## src/rtl/line_engine.sv

```systemverilog
// Bresenham line engine: draws a line into a 1024x1024 32-bit frame buffer by
// issuing one DDR burst (one address push plus two 128-bit data beats) per pixel.
//
// Handshake: the engine accepts coordinate/colour strobes and LE_trigger only
// while LE_ready is high (IDLE). Toward the memory FIFOs it pushes only when the
// matching full flag is low. af_wr_en never fires without wdf_wr_en in the same
// cycle. A beat is held, with its write enable low, for as long as the FIFO
// reports full.
module line_engine (
  input  logic         clk,
  input  logic         rst,
  input  logic [31:0]  LE_color,
  input  logic [9:0]   LE_point,
  input  logic         LE_color_valid,
  input  logic         LE_x0_valid,
  input  logic         LE_y0_valid,
  input  logic         LE_x1_valid,
  input  logic         LE_y1_valid,
  input  logic         LE_trigger,
  input  logic [31:0]  LE_frame_base,
  input  logic         af_full,
  input  logic         wdf_full,
  output logic         LE_ready,
  output logic [30:0]  af_addr_din,
  output logic         af_wr_en,
  output logic [127:0] wdf_din,
  output logic [15:0]  wdf_mask_din,
  output logic         wdf_wr_en
);

  localparam logic [1:0] S_IDLE  = 2'd0;
  localparam logic [1:0] S_SETUP = 2'd1;
  localparam logic [1:0] S_BEAT1 = 2'd2;
  localparam logic [1:0] S_BEAT2 = 2'd3;

  logic [1:0]  state_q, state_d;
  logic [31:0] color_q, color_d;
  logic [9:0]  x0_q, x0_d, y0_q, y0_d, x1_q, x1_d, y1_q, y1_d;
  logic        steep_q, steep_d;
  logic        yup_q, yup_d;
  logic [9:0]  cx_q, cx_d, cy_q, cy_d, xend_q, xend_d;
  logic [9:0]  dx_q, dx_d, dy_q, dy_d;
  logic [11:0] err_q, err_d;   // two's complement, bit 11 is the sign

  // Line setup terms derived from the loaded endpoints
  logic [10:0] ddx, ddy, adx, ady;
  logic        steep_c, swap_c, yup_c;
  logic [9:0]  sx0, sy0, sx1, sy1;
  logic [9:0]  ex0, ey0, ex1, ey1;
  logic [9:0]  dx_c, dy_c;

  // Per-step error update
  logic [11:0] err_sub, err_new;
  logic [9:0]  cy_step;

  // Current pixel in frame coordinates
  logic [9:0]  px, py;
  logic [15:0] pix_mask;
  logic        push_beat1, push_beat2;

  logic        unused_base;
  assign unused_base = ^LE_frame_base[21:0];

  // Endpoint normalisation: make the line shallow and left-to-right
  always_comb begin
    ddx     = {1'b0, x1_q} - {1'b0, x0_q};
    ddy     = {1'b0, y1_q} - {1'b0, y0_q};
    adx     = ddx[10] ? (11'd0 - ddx) : ddx;
    ady     = ddy[10] ? (11'd0 - ddy) : ddy;
    steep_c = ady > adx;
    sx0     = steep_c ? y0_q : x0_q;
    sy0     = steep_c ? x0_q : y0_q;
    sx1     = steep_c ? y1_q : x1_q;
    sy1     = steep_c ? x1_q : y1_q;
    swap_c  = sx0 > sx1;
    ex0     = swap_c ? sx1 : sx0;
    ey0     = swap_c ? sy1 : sy0;
    ex1     = swap_c ? sx0 : sx1;
    ey1     = swap_c ? sy0 : sy1;
    dx_c    = ex1 - ex0;
    dy_c    = (ey1 > ey0) ? (ey1 - ey0) : (ey0 - ey1);
    yup_c   = ey0 < ey1;
  end

  // Bresenham step: subtract dy, and on underflow move one row and add dx back
  always_comb begin
    err_sub = err_q - {2'b00, dy_q};
    err_new = err_sub;
    cy_step = cy_q;
    if (err_sub[11]) begin
      err_new = err_sub + {2'b00, dx_q};
      cy_step = yup_q ? (cy_q + 10'd1) : (cy_q - 10'd1);
    end
  end

  // FSM and datapath next-state
  always_comb begin
    state_d = state_q;
    color_d = color_q;
    x0_d    = x0_q;
    y0_d    = y0_q;
    x1_d    = x1_q;
    y1_d    = y1_q;
    steep_d = steep_q;
    yup_d   = yup_q;
    cx_d    = cx_q;
    cy_d    = cy_q;
    xend_d  = xend_q;
    dx_d    = dx_q;
    dy_d    = dy_q;
    err_d   = err_q;
    case (state_q)
      S_IDLE: begin
        if (LE_color_valid) color_d = LE_color;
        if (LE_x0_valid)    x0_d    = LE_point;
        if (LE_y0_valid)    y0_d    = LE_point;
        if (LE_x1_valid)    x1_d    = LE_point;
        if (LE_y1_valid)    y1_d    = LE_point;
        if (LE_trigger)     state_d = S_SETUP;
      end
      S_SETUP: begin
        steep_d = steep_c;
        yup_d   = yup_c;
        cx_d    = ex0;
        cy_d    = ey0;
        xend_d  = ex1;
        dx_d    = dx_c;
        dy_d    = dy_c;
        err_d   = {3'b000, dx_c[9:1]};
        state_d = S_BEAT1;
      end
      S_BEAT1: begin
        if (!af_full && !wdf_full) state_d = S_BEAT2;
      end
      S_BEAT2: begin
        if (!wdf_full) begin
          if (cx_q == xend_q) begin
            state_d = S_IDLE;
          end else begin
            cx_d    = cx_q + 10'd1;
            cy_d    = cy_step;
            err_d   = err_new;
            state_d = S_BEAT1;
          end
        end
      end
      default: state_d = S_IDLE;
    endcase
  end

  // State and datapath registers with synchronous reset
  always_ff @(posedge clk) begin
    if (rst) begin
      state_q <= S_IDLE;
      color_q <= '0;
      x0_q    <= '0;
      y0_q    <= '0;
      x1_q    <= '0;
      y1_q    <= '0;
      steep_q <= 1'b0;
      yup_q   <= 1'b0;
      cx_q    <= '0;
      cy_q    <= '0;
      xend_q  <= '0;
      dx_q    <= '0;
      dy_q    <= '0;
      err_q   <= '0;
    end else begin
      state_q <= state_d;
      color_q <= color_d;
      x0_q    <= x0_d;
      y0_q    <= y0_d;
      x1_q    <= x1_d;
      y1_q    <= y1_d;
      steep_q <= steep_d;
      yup_q   <= yup_d;
      cx_q    <= cx_d;
      cy_q    <= cy_d;
      xend_q  <= xend_d;
      dx_q    <= dx_d;
      dy_q    <= dy_d;
      err_q   <= err_d;
    end
  end

  // FIFO pushes, burst address and byte mask for the current pixel
  always_comb begin
    px           = steep_q ? cy_q : cx_q;
    py           = steep_q ? cx_q : cy_q;
    push_beat1   = (state_q == S_BEAT1) && !af_full && !wdf_full;
    push_beat2   = (state_q == S_BEAT2) && !wdf_full;
    LE_ready     = (state_q == S_IDLE);
    af_wr_en     = push_beat1;
    wdf_wr_en    = push_beat1 || push_beat2;
    af_addr_din  = {2'b00, LE_frame_base[31:22], py, px[9:3], 2'b00};
    wdf_din      = {4{color_q}};
    // lane k occupies mask bits [15-4k -: 4]; clear that nibble to write it
    pix_mask     = ~(16'hF000 >> {px[1:0], 2'b00});
    wdf_mask_din = 16'hFFFF;
    if (((state_q == S_BEAT1) && !px[2]) || ((state_q == S_BEAT2) && px[2]))
      wdf_mask_din = pix_mask;
  end

endmodule

```

## config.mk

```make
export PLATFORM = sky130hd
export DESIGN_NAME = line_engine
export DESIGN_NICKNAME = d
export VERILOG_FILES = /design/src/rtl/line_engine.sv
export SDC_FILE = /design/constraint.sdc
export NUM_CORES = 1
export LEC_CHECK = 0
export ABC_AREA = 1
export BUFFER_PORTS_ARGS = -buffer_cell sky130_fd_sc_hd__buf_2
export CAP_MARGIN = 15
export CORE_MARGIN = 3
export CORE_UTILIZATION = 55
export DETAILED_ROUTE_END_ITERATION = 10
export PLACE_DENSITY = 0.79
export SYNTH_ARGS = -nofsm -noshare
export SYNTH_HDL_FRONTEND = slang
export SYNTH_SLANG_ARGS = --single-unit
```

## constraint.sdc

```tcl
create_clock -name clk -period 10.49 [get_ports clk]
set_input_delay 1.049 -clock clk [delete_from_list [all_inputs] [get_ports clk]]
set_output_delay 1.049 -clock clk [all_outputs]
set_load 0.1 [all_outputs]
```

After elaboration in Yosys (flattened, before gate mapping)
Cells that the tools add are included.

storage, ports and cells
  register bits = 138
  bits in latches = 0
  bits in writable memories = 0
  bits in read-only memories = 0
  input bits = 84
  memories kept = 0

operators by class
  add/sub/neg operators = 12
  multiply operators = 0
  div/mod/pow operators = 0
  order comparisons = 4
  eq/ne operators = 9
  shift operators = 1
  muxes and demuxes = 31
  bitwise logic cells = 1
  reduce and logical (&&, ||, !) cells = 21

operators by type and width
  operator                                                               number
  10-bit two-way mux                                                     17
  10-bit case mux with 2 select lines                                    2
  12-bit two-way mux                                                     3
  10-bit subtractor                                                      3
  12-bit case mux with 2 select lines                                    1
  11-bit two-way mux                                                     2
  1-bit by 11-bit subtractor with 11-bit output (first input constant)   2
  10-bit by 10-bit subtractor with 11-bit output                         2
  10-bit by 1-bit adder with 10-bit output (second input constant)       2
  10-bit > comparator                                                    2
  16-bit two-way mux                                                     1
  16-bit inverter                                                        1
  16-bit by 4-bit >> shifter with 16-bit output (first input constant)   1
  12-bit by 10-bit adder with 12-bit output                              1
  12-bit by 10-bit subtractor with 12-bit output                         1
  11-bit > comparator                                                    1
  10-bit equality test                                                   1
  10-bit less-than comparator                                            1
  2-bit != test (second input constant)                                  5
  2-bit AND reduction                                                    5
  10-bit by 1-bit subtractor with 10-bit output (second input constant)  1
  2-bit two-way mux                                                      4
  2-bit case mux with 4 select lines                                     1
  1-bit logical AND                                                      6
  8 further kinds                                                        13

Longest topological paths before layout
  depth after elaboration = 9
  gate-level depth with buffers = 59
  gate-level depth less buffers = 54

Least setup slack after synthesis
No wires, ideal clock.

  path kind = reg-to-reg
  from = register y1_q[0]
  to = register dy_q[8]
  library setup time = 0.115 ns
  data arrival time = 8.238 ns
  data required time = 10.375 ns
  path slack = 2.136 ns
  stages on the path, launching flop included = 54
  path buffers = 8
  period minus slack after synthesis = 8.354 ns
  path through = dfxtp_1 inv_1 ha_1 inv_1 fa_1 inv_1 o31ai_1 a21o_1 a21oi_1 o21ai_0 a21oi_1 nor2_1 nor2_1 inv_1 a21oi_1 inv_1 nor4_1 ha_1 (+18 left out) buf_2 clkbuf_1 o21ai_0 inv_1 ha_1 inv_1 fa_1 inv_1 o21ai_0 a21oi_1 o21ai_0 nand2_1 clkbuf_1 o21ai_0 o31ai_1 xor2_1 o21ai_0 inv_1

between the ends
  cells in the longest elaborated chain, start to end = 9
  elaborated cells on any way between the ends = 15
  classes of those cells = add/sub: 4; order compare: 3; mux: 8

RTL lines
  item                                                      line    source
  start, declared                                           38      logic [9:0] x0_q, x0_d, y0_q, y0_d, x1_q, x1_d, y1_q, y1_d;
  start signal, assigned                                    174     y1_q <= y1_d;
  10-bit by 10-bit subtractor with 11-bit output            67      ddy = {1'b0, y1_q} - {1'b0, y0_q};
  1-bit by 11-bit subtractor with 11-bit output             69      ady = ddy[10] ? (11'd0 - ddy) : ddy;
  11-bit two-way mux                                        69
  11-bit > comparator                                       70      steep_c = ady > adx;
  10-bit two-way mux (on tied branches)                     71, 73
  10-bit > comparator                                       75      swap_c = sx0 > sx1;
  10-bit two-way mux (on tied branches)                     77, 79
  10-bit subtractor or 10-bit > comparator (tied branches)  81      dy_c = (ey1 > ey0) ? (ey1 - ey0) : (ey0 - ey1);
  10-bit two-way mux *                                      81
  end signal, assigned                                      181     dy_q <= dy_d;
  end, declared                                             42      logic [9:0] dx_q, dx_d, dy_q, dy_d;

Mark *: on every way between the ends. The rest lies on a longest branch, timed or not.
A chain may end at the register's enable or synchronous reset.

Worst setup path in the final report
  from = register y1_q[0]
  to = register dy_q[9]

The elaborated chain is that of the path after synthesis.

==> flow_summary.json <==
{
  "status": "finished clean",
  "slew_violations": 0,
  "synthXorXnorAreaFrac_pct": 5.953,
  "hold_viol_final": 0,
  "dieArea_mm2": 0.02291,
  "ys_seq_elements": 138,
  "core_area_mm2": 0.02049,
  "cp_max_fo": 80,
  "grt_pass1_wl_um": 49710,
  "antennaDiodeCount": 0,
  "hpwl_um": 23500,
  "wl_per_cell_um": 14.92,
  "cts_buffer_depth": 2,
  "synthMuxAreaShare_pct": 0.1722,
  "layout.cells.most_common": "nand2_1",
  "drc": 0,
  "synthesis.instances": 1752,
  "nNetsFinal": 1990,
  "multiInputGateArea_mm2": 0.006718,
  "grt.total_usage_pct": 26.96,
  "setup_violations": 0,
  "antenna_found_initial": 0,
  "max_freq_mhz": 105.4,
  "io_pins": 262,
  "synth_adder_area_share_pct": 11.00,
  "synth_flop_cell": "dfxtp_1",
  "critPathArrivalTime_ns": 9.81,
  "worstMarginPinSlew_ns": 0.9953,
  "cts_resized": 0,
  "async_flop_share_pct": 0,
  "cts_setup_buffers": 0,
  "htreeDepth": 4,
  "min_from": "dy_q[1]$_SDFFE_PP0P_",
  "critPathLaunchType": "flop",
  "die_x_um": 151.4,
  "netlist_area_mm2": 0.01162,
  "yosys_warnings": 0,
  "required_ns": 10.81,
  "rows": 52,
  "clkLatencyLatePin_ns": 0.44,
  "holdCritPathClass": "flop to flop",
  "cts_buffers": 17,
  "ctsHoldBuffers": 0,
  "synth_edf_count": 0,
  "ant_nets": 0,
  "yosys.area_share.simple_pct": 19.72,
  "via_per_inst": 5.375,
  "crit_start": "y1_q[0]$_SDFFE_PP0P_",
  "gp_congestion": 0.9301,
  "seq_area_mm2": 0.002763,
  "r2r_slack_ns": 1.00,
  "finClkSkew_ns": 0.01257,
  "clk_pin_slew_ns": 0.06,
  "ys_top_cells_by_area": "dfxtp_1 24%, ha_1 9.8%, o21ai_0 9.7%",
  "period_minus_slack_ns": 9.485,
  "critPathSlowestCell": "o21ai_0",
  "vias": 11240,
  "wl_um": 31190,
  "nFillCells": 1939,
  "finalSetupTns_ns": 0,
  "fp.dieH_um": 151.4,
  "start_util_pct": 56.72,
  "synth_compound_area_share_pct": 20.76,
  "grt.overflow.total": 0,
  "drive_gt1_share_pct": 15.98,
  "first_pass_iters": 7,
  "relSlewSlack_pct": 33.58,
  "syn_area_per_cell_um2": 6.635,
  "synth_top_family_by_area": "compound AO/OA/AOI/OAI gates",
  "grt_max_degree": 81,
  "mostFrequentLayoutCells": "293 x nand2_1, 248 x inv_1, 221 x o21ai_0",
  "end_kind": "flop",
  "area_growth_pct": 8.138,
  "crit_type": "flop to flop",
  "tritoncts": "done",
  "synth_top_area_cell": "dfxtp_1",
  "finalCritPeriodShare_pct": 90.42,
  "synth_seq_area_share_pct": 23.77,
  "r2r-start": "y1_q[0]$_SDFFE_PP0P_",
  "port-buffer-count": 215,
  "synth_cell_types": 52,
  "cpPeakStageDelay_ns": 0.71,
  "detail_route.iter0.violations": 948,
  "rsz0062_at_grt": "false",
  "cts.sink_count": 138,
  "cts_root_buf": "clkbuf_16",
  "cpMostUsedCell": "inv_1",
  "synth_top_area_share_pct": 23.77,
  "grt_pass1_vias": 10150,
  "cap_violations": 0
}
path summary, 6_finish.rpt:
kind,to,cells past startpoint
max reg2reg,dy_q[9]$_SDFFE_PP0P_,46
min,dy_q[1]$_SDFFE_PP0P_,2
min reg2reg,dy_q[1]$_SDFFE_PP0P_,2
max,dy_q[9]$_SDFFE_PP0P_,46
cell type report:
class                      instances  area share (%)
clock inverter                    15           1.732
multi-input combinational       1170           53.44
sequential                       138           21.98
clock buffer                      17           3.384
tap                              270           2.688
timing repair buffer             224           9.098
inverter                         257           7.675
registers in the layout, summed over array words and instances (netlist names):
| register | flops |
|---|---|
| color_q | 32 |
| cx_q | 10 |
| cy_q | 10 |
| dx_q | 10 |
| dy_q | 10 |
| err_q | 12 |
| state_q | 2 |
| steep_q | 1 |
| x0_q | 10 |
| x1_q | 10 |
| xend_q | 10 |
| y0_q | 10 |
| y1_q | 10 |
| yup_q | 1 |
synth_stat cells (all sizes together), types with 15 or more instances:
cell type    n
o21ai      234
nand3       71
inv        256
dfxtp      138
nand2      301
buf        138
nor2       140
xnor2       15
ha          91
a21oi      151
o211ai      17
xor2        64
clkbuf      52
critical path: cells and delay by family (launching register included):
family                     cells  cell delay, ns
and+or+nand+nor               16            2.41
DFF                            1            0.31
adders and majority gates      5            1.68
buffers and inverters          9            0.62
xor gates and xnor gates       2            0.36
AOI/OAI and AO/OA             14            3.96
routing by layer:
metal,GRT usage (%),share of wire (%)
met5,0,0
met3,3.531,6.5
met4,8.522,2.2
met2,46.97,48
met1,34.51,43
through the flow:
step / util (%) / hold slack [ns] / setup WS [ns] / instances / cell area, µm²
after detailed placement: 58.14 / 0.4605 / 0.8687 / 2058 / 11920
after global placement: 58.14 / 0.4525 / 1.152 / 2058 / 11920
final: 61.33 / 0.4673 / 1.005 / 2091 / 12570
after floorplan: - / 0.4453 / 2.136 / 1755 / 11630
after global routing: 61.33 / 0.4992 / 0.1706 / 2091 / 12570
after CTS: 61.28 / 0.4690 / 0.7810 / 2090 / 12560
logic make-up (layout without fill, tap and decap cells):
kind of cell	after synthesis	in the layout
xor+xnor	79	79
other cells	1	4
fa+ha+maj	98	98
flops	138	138
buf+inv	447	513
compound gates	447	447
mux	2	2
simple gates	540	540
Power is left out: the tool's default activity adds up to more than one toggle a clock period on the data nets, which glitch-free logic cannot reach.
